File: config.mk
export PLATFORM = sky130hd
export DESIGN_NAME = count_enable_gen
export DESIGN_NICKNAME = d
export VERILOG_FILES = /design/src/rtl/count_enable_gen.sv
export SDC_FILE = /design/constraint.sdc
export NUM_CORES = 1
export LEC_CHECK = 0
export CELL_PAD_IN_SITES_DETAIL_PLACEMENT = 0
export CELL_PAD_IN_SITES_GLOBAL_PLACEMENT = 1
export CORE_MARGIN = 1.5
export CORE_UTILIZATION = 45
export CTS_BUF_LIST = sky130_fd_sc_hd__clkbuf_16
export DETAILED_ROUTE_END_ITERATION = 10
export PLACE_DENSITY = 0.94
export SLEW_MARGIN = 20
export SYNTH_ARGS = -nofsm -noshare
export SYNTH_HDL_FRONTEND = slang
export SYNTH_SLANG_ARGS = --single-unit
File: constraint.sdc
create_clock -name clk -period 15.85 [get_ports clk]
set_clock_uncertainty 0.1 [all_clocks]
set_input_delay 3.9625 -clock clk [delete_from_list [all_inputs] [get_ports clk]]
set_output_delay 3.9625 -clock clk [all_outputs]
set_load 0.05 [all_outputs]
File: src/rtl/count_enable_gen.sv
// Count-enable pacing stage: emits one-cycle enable strobes every max(divisor,1) cycles
// in continuous, burst or single-shot runs, with busy/done status and a saturating strobe count.
module count_enable_gen #(
   parameter int DIV_WIDTH   = 16,
   parameter int BURST_WIDTH = 8
) (
   input  logic                   clk,
   input  logic                   reset,
   input  logic                   start,
   input  logic                   stop,
   input  logic [1:0]             mode,
   input  logic [DIV_WIDTH-1:0]   divisor,
   input  logic [BURST_WIDTH-1:0] burst_len,
   output logic                   enable_out,
   output logic                   busy,
   output logic                   done,
   output logic [BURST_WIDTH-1:0] pulses_issued,
   output logic [1:0]             dbg_state_o
);

   typedef enum logic [1:0] {
      S_IDLE = 2'd0,
      S_RUN  = 2'd1,
      S_DONE = 2'd2
   } state_t;

   state_t                 state_q, state_d;
   logic [DIV_WIDTH-1:0]   presc_q, presc_d;
   logic [BURST_WIDTH-1:0] count_q, count_d;
   logic                   enable_q, enable_d;
   logic                   last_q, last_d;
   logic [1:0]             mode_q, mode_d;
   logic [DIV_WIDTH-1:0]   div_q, div_d;
   logic [BURST_WIDTH-1:0] len_q, len_d;

   // On the accepting edge the live inputs stand in for the not-yet-latched config.
   logic                   in_idle;
   logic [1:0]             mode_cur;
   logic [DIV_WIDTH-1:0]   div_cur;
   logic [BURST_WIDTH-1:0] len_cur;
   logic [DIV_WIDTH-1:0]   div_lim;
   logic [DIV_WIDTH-1:0]   presc_cur;
   logic [DIV_WIDTH-1:0]   presc_adv;
   logic [BURST_WIDTH-1:0] count_cur;
   logic [BURST_WIDTH-1:0] count_inc;
   logic [BURST_WIDTH-1:0] target;
   logic                   term;
   logic                   ends_now;

   assign in_idle   = (state_q == S_IDLE);
   assign mode_cur  = in_idle ? mode      : mode_q;
   assign div_cur   = in_idle ? divisor   : div_q;
   assign len_cur   = in_idle ? burst_len : len_q;
   assign div_lim   = (div_cur == '0) ? '0 : div_cur - DIV_WIDTH'(1);
   assign presc_cur = (state_q == S_RUN) ? presc_q : '0;
   assign count_cur = (state_q == S_RUN) ? count_q : '0;
   assign term      = (presc_cur == div_lim);
   assign presc_adv = term ? '0 : presc_cur + DIV_WIDTH'(1);
   assign count_inc = (&count_cur) ? count_cur : count_cur + BURST_WIDTH'(1);
   assign target    = (mode_cur == 2'd1) ? len_cur : BURST_WIDTH'(1);
   assign ends_now  = (mode_cur != 2'd0) && (count_inc == target);

   always_ff @(posedge clk) begin
      if (reset) begin
         state_q  <= S_IDLE;
         presc_q  <= '0;
         count_q  <= '0;
         enable_q <= 1'b0;
         last_q   <= 1'b0;
         mode_q   <= '0;
         div_q    <= '0;
         len_q    <= '0;
      end else begin
         state_q  <= state_d;
         presc_q  <= presc_d;
         count_q  <= count_d;
         enable_q <= enable_d;
         last_q   <= last_d;
         mode_q   <= mode_d;
         div_q    <= div_d;
         len_q    <= len_d;
      end
   end

   always_comb begin
      state_d  = state_q;
      presc_d  = presc_q;
      count_d  = count_q;
      enable_d = 1'b0;
      last_d   = 1'b0;
      mode_d   = mode_q;
      div_d    = div_q;
      len_d    = len_q;
      unique case (state_q)
         S_IDLE: begin
            if (start && !stop) begin
               mode_d  = mode;
               div_d   = divisor;
               len_d   = burst_len;
               count_d = '0;
               presc_d = '0;
               if (mode == 2'd1 && burst_len == '0) begin
                  state_d = S_DONE;
               end else begin
                  state_d = S_RUN;
                  presc_d = presc_adv;
                  if (term) begin
                     enable_d = 1'b1;
                     count_d  = count_inc;
                     last_d   = ends_now;
                  end
               end
            end
         end
         S_RUN: begin
            // last_q marks the cycle showing the final strobe; a stop here also drops any due strobe.
            if (stop || last_q) begin
               state_d = S_DONE;
               presc_d = '0;
            end else begin
               presc_d = presc_adv;
               if (term) begin
                  enable_d = 1'b1;
                  count_d  = count_inc;
                  last_d   = ends_now;
               end
            end
         end
         S_DONE:  state_d = S_IDLE;
         default: state_d = S_IDLE;
      endcase
   end

   always_comb begin
      enable_out    = enable_q;
      busy          = (state_q == S_RUN);
      done          = (state_q == S_DONE);
      pulses_issued = count_q;
      dbg_state_o   = state_q;
   end

endmodule

# Yosys cells after proc, flatten, opt, wreduce, memory -nomap -nowiden
# Cells that the tools add are included.
[word_totals]
regBits = 54
input_bits = 30
out_inout_bits = 13
wordCells = 69
[op_classes]
addsub = 3
eq_ne = 10
n_mux = 33
reduce_logical = 15
[ops]
columns = ["op", "count"]
rows = [
  ["$mux W16", 7],
  ["$mux W8", 9],
  ["$pmux W16 S2", 1],
  ["$add A16 B1 Y16 const B", 1],
  ["$eq A16 B16 Y1", 1],
  ["$logic_not A16 Y1", 1],
  ["$pmux W8 S2", 1],
  ["$sub A16 B1 Y16 const B", 1],
  ["$add A8 B1 Y8 const B", 1],
  ["$eq A8 B8 Y1", 1],
  ["$logic_not A8 Y1", 1],
  ["$mux W1", 8],
  ["$mux W2", 4],
  ["$reduce_and A8 Y1", 1],
  ["$eq A2 B1 Y1 const B", 3],
  ["$ne A2 B1 Y1 const B", 3],
  ["$reduce_and A2 Y1", 3],
  ["$pmux W1 S2", 2],
  ["$pmux W2 S2", 1],
  ["$reduce_and A4 Y1", 1],
  ["$reduce_bool A2 Y1", 2],
  ["$logic_and A1 B1 Y1", 3],
  ["$eq A2 B2 Y1 const B", 1],
  ["$logic_not A2 Y1", 1],
  ["other kinds (3)", 3],
]

# Logic depth before layout (Yosys ltp)
[logic_depth]
ltp_word = 10
depth_mapped = 20
depth_no_buf = 14

# Least setup slack after synthesis
# OpenSTA, ideal clock, no wires.
[synth_timing]
path_kind = "input port to flip-flop"
from = "input divisor[1]"
to = "register presc_q[0]"
setup_time_ns = 0.128
t_arrival_ns = 7.201
required_time_ns = 15.622
slack_ns = 8.421
cell_stages = 15
n_path_buf = 3
path_cell_list = "mux2_2 inv_1 ha_1 inv_1 or4_1 buf_2 xnor2_1 nor3b_1 nand4b_1 or4_1 or4_1 buf_2 buf_2 a32oi_1 nor2_1"
[synth_between]
elab_chain_cells = 8
word_cells_on_any_way = 10
[synth_lines]
columns = ["element", "line", "source"]
rows = [
  ["from (decl)", "12", "input logic [DIV_WIDTH-1:0] divisor,"],
  ["$mux W16 *", "52", "assign div_cur = in_idle ? divisor : div_q;"],
  ["$sub A16 B1 Y16 or $logic_not A16 Y1 (tied branches)", "54", "assign div_lim = (div_cur == '0) ? '0 : div_cur - DIV_WIDTH'(1);"],
  ["$mux W16 *", "54", ""],
  ["$eq A16 B16 Y1 *", "57", "assign term = (presc_cur == div_lim);"],
  ["$mux W16 *", "58", "assign presc_adv = term ? '0 : presc_cur + DIV_WIDTH'(1);"],
  ["$mux W16", "102", "if (mode == 2'd1 && burst_len == '0) begin"],
  ["$mux W16", "96", "if (start && !stop) begin"],
  ["$pmux W16 S2 *", "94", "unique case (state_q)"],
  ["to (signal assigned)", "75", "presc_q <= presc_d;"],
  ["to (decl)", "28", "logic [DIV_WIDTH-1:0] presc_q, presc_d;"],
]
# Every way passes the cells marked *; elsewhere a longest branch is shown, timed or not. The select of a mux whose other input is x is not followed.
# A chain may end at the register's enable or synchronous reset.

# Worst setup path in the final report
[layout_timing]
from = "input divisor[1]"
to = "register presc_q[4]"
# Same word-level chain as after synthesis.

==> out/metrics.cfg <==
[synthesis]
yosys.cell_types.count=66
synth.ff_latch_count=54
seq_area_frac_synth=0.2536
async_flop_share=0
syn-instance-count=608
synth_top_area_frac=0.2536
synth-main-ff-cell=dfxtp_1
synth_area_leaders=dfxtp_1 25%, nand2_1 10%, a21oi_1 6.2%
avgSynthCellArea_um2=7.011
ys_warn_count=0
synth_edf_count=0
syn-num-nets=642
synth_largest_area_cell=dfxtp_1
syn_area_um2=4263

[placed_design]
port_buffers=42
pre_cts_slack_ns=7.433
gp_congestion=1.047
dp_hpwl_mm=9.241

[route]
wl_met1_mm=5.656
wl_met2_mm=6.312
wl_mm=12.90
via_count=4681
drt-vias-per-instance=6.360
first_pass_iters=5
drt_iter0_drc=399
drc=0
wl_met3_um=722
postRouteAntennaNets=0
top_layer=met4
routedWlPerCell_um=17.53

[global_route]
gr-usage-all-layers=0.2564
grt_max_degree=50
gr-total-overflow=0
antenna_found_initial=0
grt_pass1_wl_mm=20.98
grt_pass1_vias=4341

[cts]
numCtsBuffers=5
postCtsSetupBuffers=0
clk-insertion-delay-late_ns=0.30
cts_hold_buf=0
cts_tree=built
clock_path_buffers=2
cts-root-buf=clkbuf_16
clk_pin_slew_ns=0.07
cts.sinks=54
cts-resized-gates=0
htree_levels=2

[layout]
drive_gt1_frac=0.05280
diodes=0
area.growth.synth_to_final_pct=13.65
num-nets-final=659

[pwr]
p_leak_nw=1.672
ir_drop_mv=0.03849
p_per_area_nw_per_um2=69.22

[timing]
setup_viol=0
fin_crit_ns=8.203
finalWorstSetupSlack_ns=7.647
worstMarginPinSlew_ns=0.8918
slew_headroom=0.4040
period_share=0.5175
fmax_mhz=121.9
tns_ns=0
hold_viol=0
drv_slew=0
rsz0062_at_grt=no

[die]
boundaryPins=43
coreArea_um2=9196
floorplan.rows=35
die_y_um=100.3
die_w_um=100.3
die_area_um2=10070
initial_core_util=0.4635

[worst_setup_path]
critPathLaunch=divisor[1]
cp-start-kind=primary input
r2r_setup_slack_ns=10.41
crit_arrival_ns=8.28
reg2reg_depth=14
setup.worst_path.end_class=flop
critPathCapture=presc_q[4]$_SDFFE_PP0P_
path_max_fanout=23
timing.rr.start=dbg_state_o[1]$_SDFFE_PP0P_
required_ns=15.93
critical_path_class=in2reg
rr_endpoint=presc_q[4]$_SDFFE_PP0P_

[job]
cap_violations=0

[status]
status=completed

[min_path]
hold_path.class=reg2reg

-- how the worst min path moves through the flow --
| stage | from | to | slack [ns] | cells after the start |
|---|---|---|---|---|
| floorplan | len_q[0]$_SDFFE_PP0P_ | len_q[0]$_SDFFE_PP0P_ | 0.33 | 2 |
| global placement | div_q[15]$_SDFFE_PP0P_ | div_q[15]$_SDFFE_PP0P_ | 0.34 | 2 |
| detailed placement | div_q[15]$_SDFFE_PP0P_ | div_q[15]$_SDFFE_PP0P_ | 0.35 | 2 |
| CTS | div_q[15]$_SDFFE_PP0P_ | div_q[15]$_SDFFE_PP0P_ | 0.36 | 2 |
| global route | len_q[2]$_SDFFE_PP0P_ | len_q[2]$_SDFFE_PP0P_ | 0.37 | 2 |
| finish | len_q[5]$_SDFFE_PP0P_ | len_q[5]$_SDFFE_PP0P_ | 0.36 | 2 |
-- placed cells by master (no fill, tap or decap), drive strengths merged, types with 8 or more instances in the layout --
cell             n
nor3            22
or4             12
xnor2           13
nor4            20
nand2          118
clkdlybuf4s50   42
a31oi           10
nor2            37
o31ai            9
mux2i           13
a21oi           53
inv             15
xor2             8
a211oi          12
nand3           26
dfxtp           54
nand4           27
o21ai           16
-- state kept, by name (all words and copies together), names as in the netlist --
name	cells
mode_q	2
dbg_state_o	2
pulses_issued	8
enable_out	1
last_q	1
presc_q	16
len_q	8
div_q	16
-- per-stage QoR --
step / instance area (um2) / util / cells / total power [mW] / hold WS, ns
3_5_place_dp: 4705 / 0.5116 / 729 / 0.2241 / 0.3452
3_3_place_gp: 4700 / 0.5110 / 729 / 0.2224 / 0.3383
2_1_floorplan: 4263 / - / 608 / 0.1997 / 0.3317
5_1_grt: 4845 / 0.5268 / 736 / 0.3510 / 0.3732
4_1_cts: 4845 / 0.5268 / 736 / 0.3340 / 0.3571
6_report: 4845 / 0.5268 / 736 / 0.3353 / 0.3571
-- synthesized netlist by cell type (3+ instances only) --
cell,number
nand4_1,27
inv_1,15
a31oi_1,10
nor3_1,21
a32oi_1,4
nand3_1,26
or3b_2,3
nor3b_1,7
o31ai_1,9
buf_2,6
mux2_2,3
nand2b_1,3
a21oi_1,53
o211ai_1,7
mux2i_1,13
nor2_1,37
o21a_1,4
nand4b_1,4
and3_1,7
ha_1,4
nand2_1,118
or3_1,4
nor2b_1,4
o21ai_0,14
or2_2,3
a211oi_1,11
o31a_1,5
dfxtp_1,54
a21o_1,5
xor2_1,8
or4_1,12
nor4_1,17
a211o_1,3
clkbuf_1,26
xnor2_1,13
a22o_1,3
and2_1,5
and4_1,3
-- critical path: stages --
cell	delay, ns
clkdlybuf4s50_1	0.42
mux2_2	0.31
inv_1	0.14
ha_1	0.21
inv_1	0.13
or4_1	0.67
xnor2_1	0.27
nor3b_1	0.09
nand4b_1	0.17
or4_1	0.57
or4_1	0.89
a41oi_1	0.36
o22ai_1	0.10
-- area by class of cell --
class                           instances  area, um2
Multi-Input combinational cell        501       2967
Sequential cell                        54       1081
Clock buffer                            5      125.1
Fill cell                             910       4352
Tap cell                              111      138.9
Timing Repair Buffer                   47      457.9
Inverter                               16      60.06
Clock inverter                          2      15.01
-- report_power, final --
| part | switching, mW | leakage (nW) | internal, mW |
|---|---|---|---|
| Clock | 0.0549 | 0.0619 | 0.0579 |
| Combinational | 0.0481 | 1.17 | 0.0290 |
| Sequential | 0.00491 | 0.439 | 0.140 |
| Total | 0.108 | 1.67 | 0.227 |
-- logic make-up after synthesis --
logic type	count (synthesis)	synth area share
muxes	16	0.03845
and+or+nand+nor	310	0.3704
adders and majority gates	4	0.01174
xor gates and xnor gates	21	0.04315
AOI/OAI and AO/OA	150	0.2298
DFF	54	0.2536
buffers and inverters	53	0.05283
-- metal layers --
metal,vias up,GRT usage
li1,2285,-
met1,2191,0.3232
met2,179,0.4490
met3,26,0.04318
met4,0,0.07367
met5,-,0
No activity file was read; power rests on OpenSTA's default activity.
==> edit 1 (config.mk and constraints unchanged) <==
Reset style: asynchronous (`reset`), changed in one clocked block.
--- a/src/rtl/count_enable_gen.sv
+++ b/src/rtl/count_enable_gen.sv
@@ -60,7 +60,7 @@
    assign target    = (mode_cur == 2'd1) ? len_cur : BURST_WIDTH'(1);
    assign ends_now  = (mode_cur != 2'd0) && (count_inc == target);
 
-   always_ff @(posedge clk) begin
+   always_ff @(posedge clk or posedge reset) begin
       if (reset) begin
          state_q  <= S_IDLE;
          presc_q  <= '0;
Check against the original RTL: differs if reset is asserted again (counterexample within 4 cycles, from zero or initial values and one cycle with reset high); with reset held inactive, the same outputs for 10 cycles.
==> edit 1 against the unedited design <==
Synthesized area increased by 5.6%. Global-route usage increased by 0.56 points. Sequential power increased by 21%. Design area increased by 6.2%. Combinational power increased by 96%. Power increased by 31%. Sequential cell count unchanged. Setup slack got worse by 150 ps. Routed wire length increased by 1.2%. Critical path type unchanged.
==> edit 1: results (changes against the unedited design) <==
[outcome]
status = completed

[placement]
place_congestion = 0.9657  ; -7.7%
hpwl_um = 9482  ; +2.6%
dp_cells = 687  ; -5.8%

[critical_path]
reg2regPathDepth = 12  ; -2
cp-startpoint = divisor[0]
crit_slowest_cell = a211oi_2
r2r_start = dbg_state_o[1]
critical-path-max-stage-delay_ps = 570  ; -320 ps
rr_endpoint = presc_q[0]
path_max_fanout = 17  ; -26%
endpoint = presc_q[0]
rrSetupSlack_ps = 9790  ; -620 ps
critPathArrivalTime_ps = 8420  ; +140 ps

[logic_synthesis]
postSynthAreaPerCell_um2 = 8.433  ; +20%
netlist_top_cells_count = 66 x nand2_1, 54 x dfrtp_1, 43 x nor2_1
synth-seq-area-share_pct = 30.01  ; +4.6 points
synthTopCellsByArea = dfrtp_1 30%, mux2_2 6.8%, nand2_1 5.5%
synthesis.nets = 568  ; -12%
async_reset_ff_share_pct = 100.0  ; +100 points
synthDistinctLibCells = 76  ; +15%
synth_flop_cell = dfrtp_1

[power]
power_leakage_uw = 0.002035  ; +22%
vdd_ir_drop_max_v = 0.00005253  ; +36%
p_int_uw = 277.1  ; +22%

[worst_hold_path]
worstHoldStart = len_q[0]
whs_path_depth = 1  ; -1
hp-class = register to register
worstHoldEndpoint = len_q[0]

[cells_and_area]
nets = 595  ; -9.7%
top_regs = div_q (16), presc_q (16)
drive_gt1_share_pct = 10.52  ; +5.2 points

[grt]
grt_use_total_pct = 26.20  ; +0.56 points
grt_max_degree = 55  ; +10%
grt_pass1_vias = 4211  ; -3.0%
antenna_found_initial = 0  ; unchanged
grt_pass1_wl_um = 21580  ; +2.8%

[timing]
worst_pin_slew_ps = 1037  ; +145.3 ps

[detailed_routing]
drtIter0Drc = 350  ; -12%
wl_per_cell_um = 18.82  ; +7.3%
dr_total_vias = 4302  ; -8.1%
finalWirelength_um = 13060  ; +1.2%
dr.pass1.iters = 6  ; +1

[clock_network]
cts_root_buf = clkbuf_16

[edit 1: changes by cell type after synthesis, moves of 9 or more]
cell / delta
clkbuf_1: -16
nand4_1: -21
or4_1: -9
dfrtp_1: +54
dfxtp_1: -54
mux2_2: +24
a21oi_1: -18
nand2_1: -52
and3_1: +9
[edit 1: routing by layer]
layer	vias to the layer above	wire length [µm]	track usage, %
met3	21	757	3.525
li1	2038	-	-
met2	146	6470	45.75
met1	2097	5611	34.30
met5	-	0	0
met4	0	221	6.653
[edit 1: metrics by stage]
| step | setup WS, ps | cell area (µm²) | total power, µW | hold slack, ps |
|---|---|---|---|---|
| global route | 7167 | 5147 | 461.9 | 426.3 |
| global placement | 7371 | 5009 | 322.7 | 384.3 |
| finish | 7492 | 5147 | 438.7 | 398.7 |
| floorplan | 8287 | 4503 | 284.1 | 372.1 |
| CTS | 7514 | 5147 | 439.0 | 404.6 |
| detailed placement | 7231 | 5009 | 326.9 | 387.6 |
[edit 1: cell type report]
| type | count | area (µm²) |
|---|---|---|
| repair buffers | 46 | 450.4 |
| clock buffers | 5 | 125.1 |
| well taps | 133 | 166.4 |
| flip-flops and latches | 54 | 1351 |
| inverters | 15 | 56.30 |
| clock inverters | 2 | 13.76 |
| fillers | 922 | 4582 |
| multi-input cells | 439 | 2984 |
[edit 1: power by group through the flow]
stage | registers, µW | clock network (µW) | logic (µW)
2_1_floorplan | 173 | 0 | 112
6_report | 176 | 111 | 151
3_5_place_dp | 178 | 0 | 149
3_3_place_gp | 177 | 0 | 146
5_1_grt | 179 | 118 | 165
4_1_cts | 175 | 114 | 150
[edit 1: kinds of logic after synthesis]
logic type	Yosys count	synth area share, %
simple gates	233	27.29
compound gates	126	20.70
flops	54	30.01
mux	47	11.25
buf+inv	41	3.834
xor+xnor	29	5.807
fa+ha+maj	4	1.111
==> edit 2 (same flow settings) <==
Without the edit above. Set the parameter `BURST_WIDTH` to 12 (it was 8).
--- a/src/rtl/count_enable_gen.sv
+++ b/src/rtl/count_enable_gen.sv
@@ -2,7 +2,7 @@
 // in continuous, burst or single-shot runs, with busy/done status and a saturating strobe count.
 module count_enable_gen #(
    parameter int DIV_WIDTH   = 16,
-   parameter int BURST_WIDTH = 8
+   parameter int BURST_WIDTH = 12
 ) (
    input  logic                   clk,
    input  logic                   reset,
Interface: changed (resized burst_len and pulses_issued); port bits go from 43 to 51. The function was not compared with the original's and may differ.
==> edit 2 against the unedited design <==
Setup slack improved by 330 ps. Register-to-register slack lost 70 ps. Sequential share of layout area about the same. Synthesized area increased by 10%. Sequential cell count is 8 higher. Sequential power increased by 19%. Design area rose by 15%. Routed wire length increased by 12%. Power rose by 56%. Critical path type unchanged.
==> edit 2: results (changes against the unedited design) <==
[logic_synthesis]
synthesis.nets = 668  ; +4.0%
muxShareOfSynthArea_pct = 4.147  ; +0.30 points
synthTopCellsByArea = dfxtp_1 26%, nand2_1 8.9%, a21oi_1 6.9%
synthAdderAreaFrac_pct = 1.063  ; -0.11 points
synthDistinctLibCells = 84  ; +27%
synth_compound_area_share_pct = 24.96  ; +2.0 points

[critical_path]
crit_slowest_cell = o31ai_2
critPathArrivalTime_ps = 8000  ; -280 ps

[timing]
slew_headroom_pct = 28.56  ; -12 points

[placement]
place_congestion = 0.9578  ; -8.5%
port_buffers = 50  ; +19%

[clock_network]
clkTransAtPathRegs_ps = 50  ; -20 ps
htreeDepth = 3  ; +1
clock_latency_ps = 340  ; +40 ps

[detailed_routing]
dr.pass1.iters = 4  ; -1
drtIter0Drc = 301  ; -25%
dr_total_vias = 4999  ; +6.8%
finalWirelength_um = 14410  ; +12%

[grt]
grt_pass1_vias = 4678  ; +7.8%
grt_pass1_wl_um = 23380  ; +11%
grt_use_total_pct = 26.21  ; +0.58 points
grt_max_degree = 54  ; +8.0%

[outcome]
status = completed

[die]
die_w_um = 105.3  ; +4.9%

[cells_and_area]
nets = 699  ; +6.1%
drive_gt1_share_pct = 8.120  ; +2.8 points

edit 2: changes by cell type in the layout (fill, tap and decap cells not counted), moves of 7 or more:
cell	delta
or3_1	+8
dfxtp_1	+8
nand3_1	-9
a211oi_1	-8
nand4_1	-16
a21oi_1	+12
clkdlybuf4s50_1	+7
edit 2: cells by family (layout without fill, tap and decap cells):
family | Yosys count | after routing
adders and majority gates | 4 | 4
AOI/OAI and AO/OA | 168 | 168
DFF | 62 | 62
muxes | 19 | 19
xor gates and xnor gates | 29 | 29
and+or+nand+nor | 295 | 295
buffers and inverters | 53 | 88
edit 2: final timing paths:
| check | cells past startpoint | slack, ps | start | endpoint |
|---|---|---|---|---|
| setup / recovery | 13 | 7980 | divisor[0] | presc_q[7] |
| hold / removal | 2 | 360 | len_q[6] | len_q[6] |
| hold reg to reg | 2 | 360 | len_q[6] | len_q[6] |
| setup reg to reg | 15 | 10340 | dbg_state_o[0] | presc_q[7] |
edit 2: worst reg2reg max path: stages, from the launching register on:
cell and delay [ps]:
dfxtp_1 310, buf_4 230, nor2_2 600, buf_4 430, mux2_2 470, inv_1 130, ha_1 200, o211ai_1 140
or4_1 580, and4_4 200, or3_1 320, a221oi_2 330, o211ai_1 210, o31ai_2 640, o21ai_0 220, a31o_2 280
edit 2: cell type report:
type                    instances  area (µm²)
inverters                      18       67.56
clock inverters                 6       78.83
clock buffers                   9       225.2
repair buffers                 55       533.0
flip-flops and latches         62        1241
well taps                     136       170.2
multi-input cells             515        3251
fillers                       990        4664
edit 2: layer usage:
layer  track usage, %  vias to the layer above  share of wire (%)  routed length, µm
met2            43.84                      179                 48               6922
li1                 -                     2379                  -                  -
met4            10.96                        0                2.6                381
met1            34.04                     2408                 44               6366
met3            3.278                       33                5.1                741
met5                0                        -                  0                  0
edit 2: power breakdown:
part	switching, µW	total (µW)	internal, µW	leakage (µW)
sequential	8.47	173	164	0.000505
combinational	88.4	138	49.7	0.00126
clock	77.1	212	135	0.000148
total	174	523	349	0.00191
edit 2: through the flow:
step                hold slack (ps)  cells  area, µm²  setup slack, ps  power [µW]
floorplan                     331.7    630       4707             8555       271.1
global placement              338.8    786       5258             7557       306.6
detailed placement            348.4    786       5258             7379       310.5
CTS                           355.7    801       5562             7686       521.5
global route                  370.0    801       5567             7764       542.1
finish                        356.1    801       5567             7975       523.3
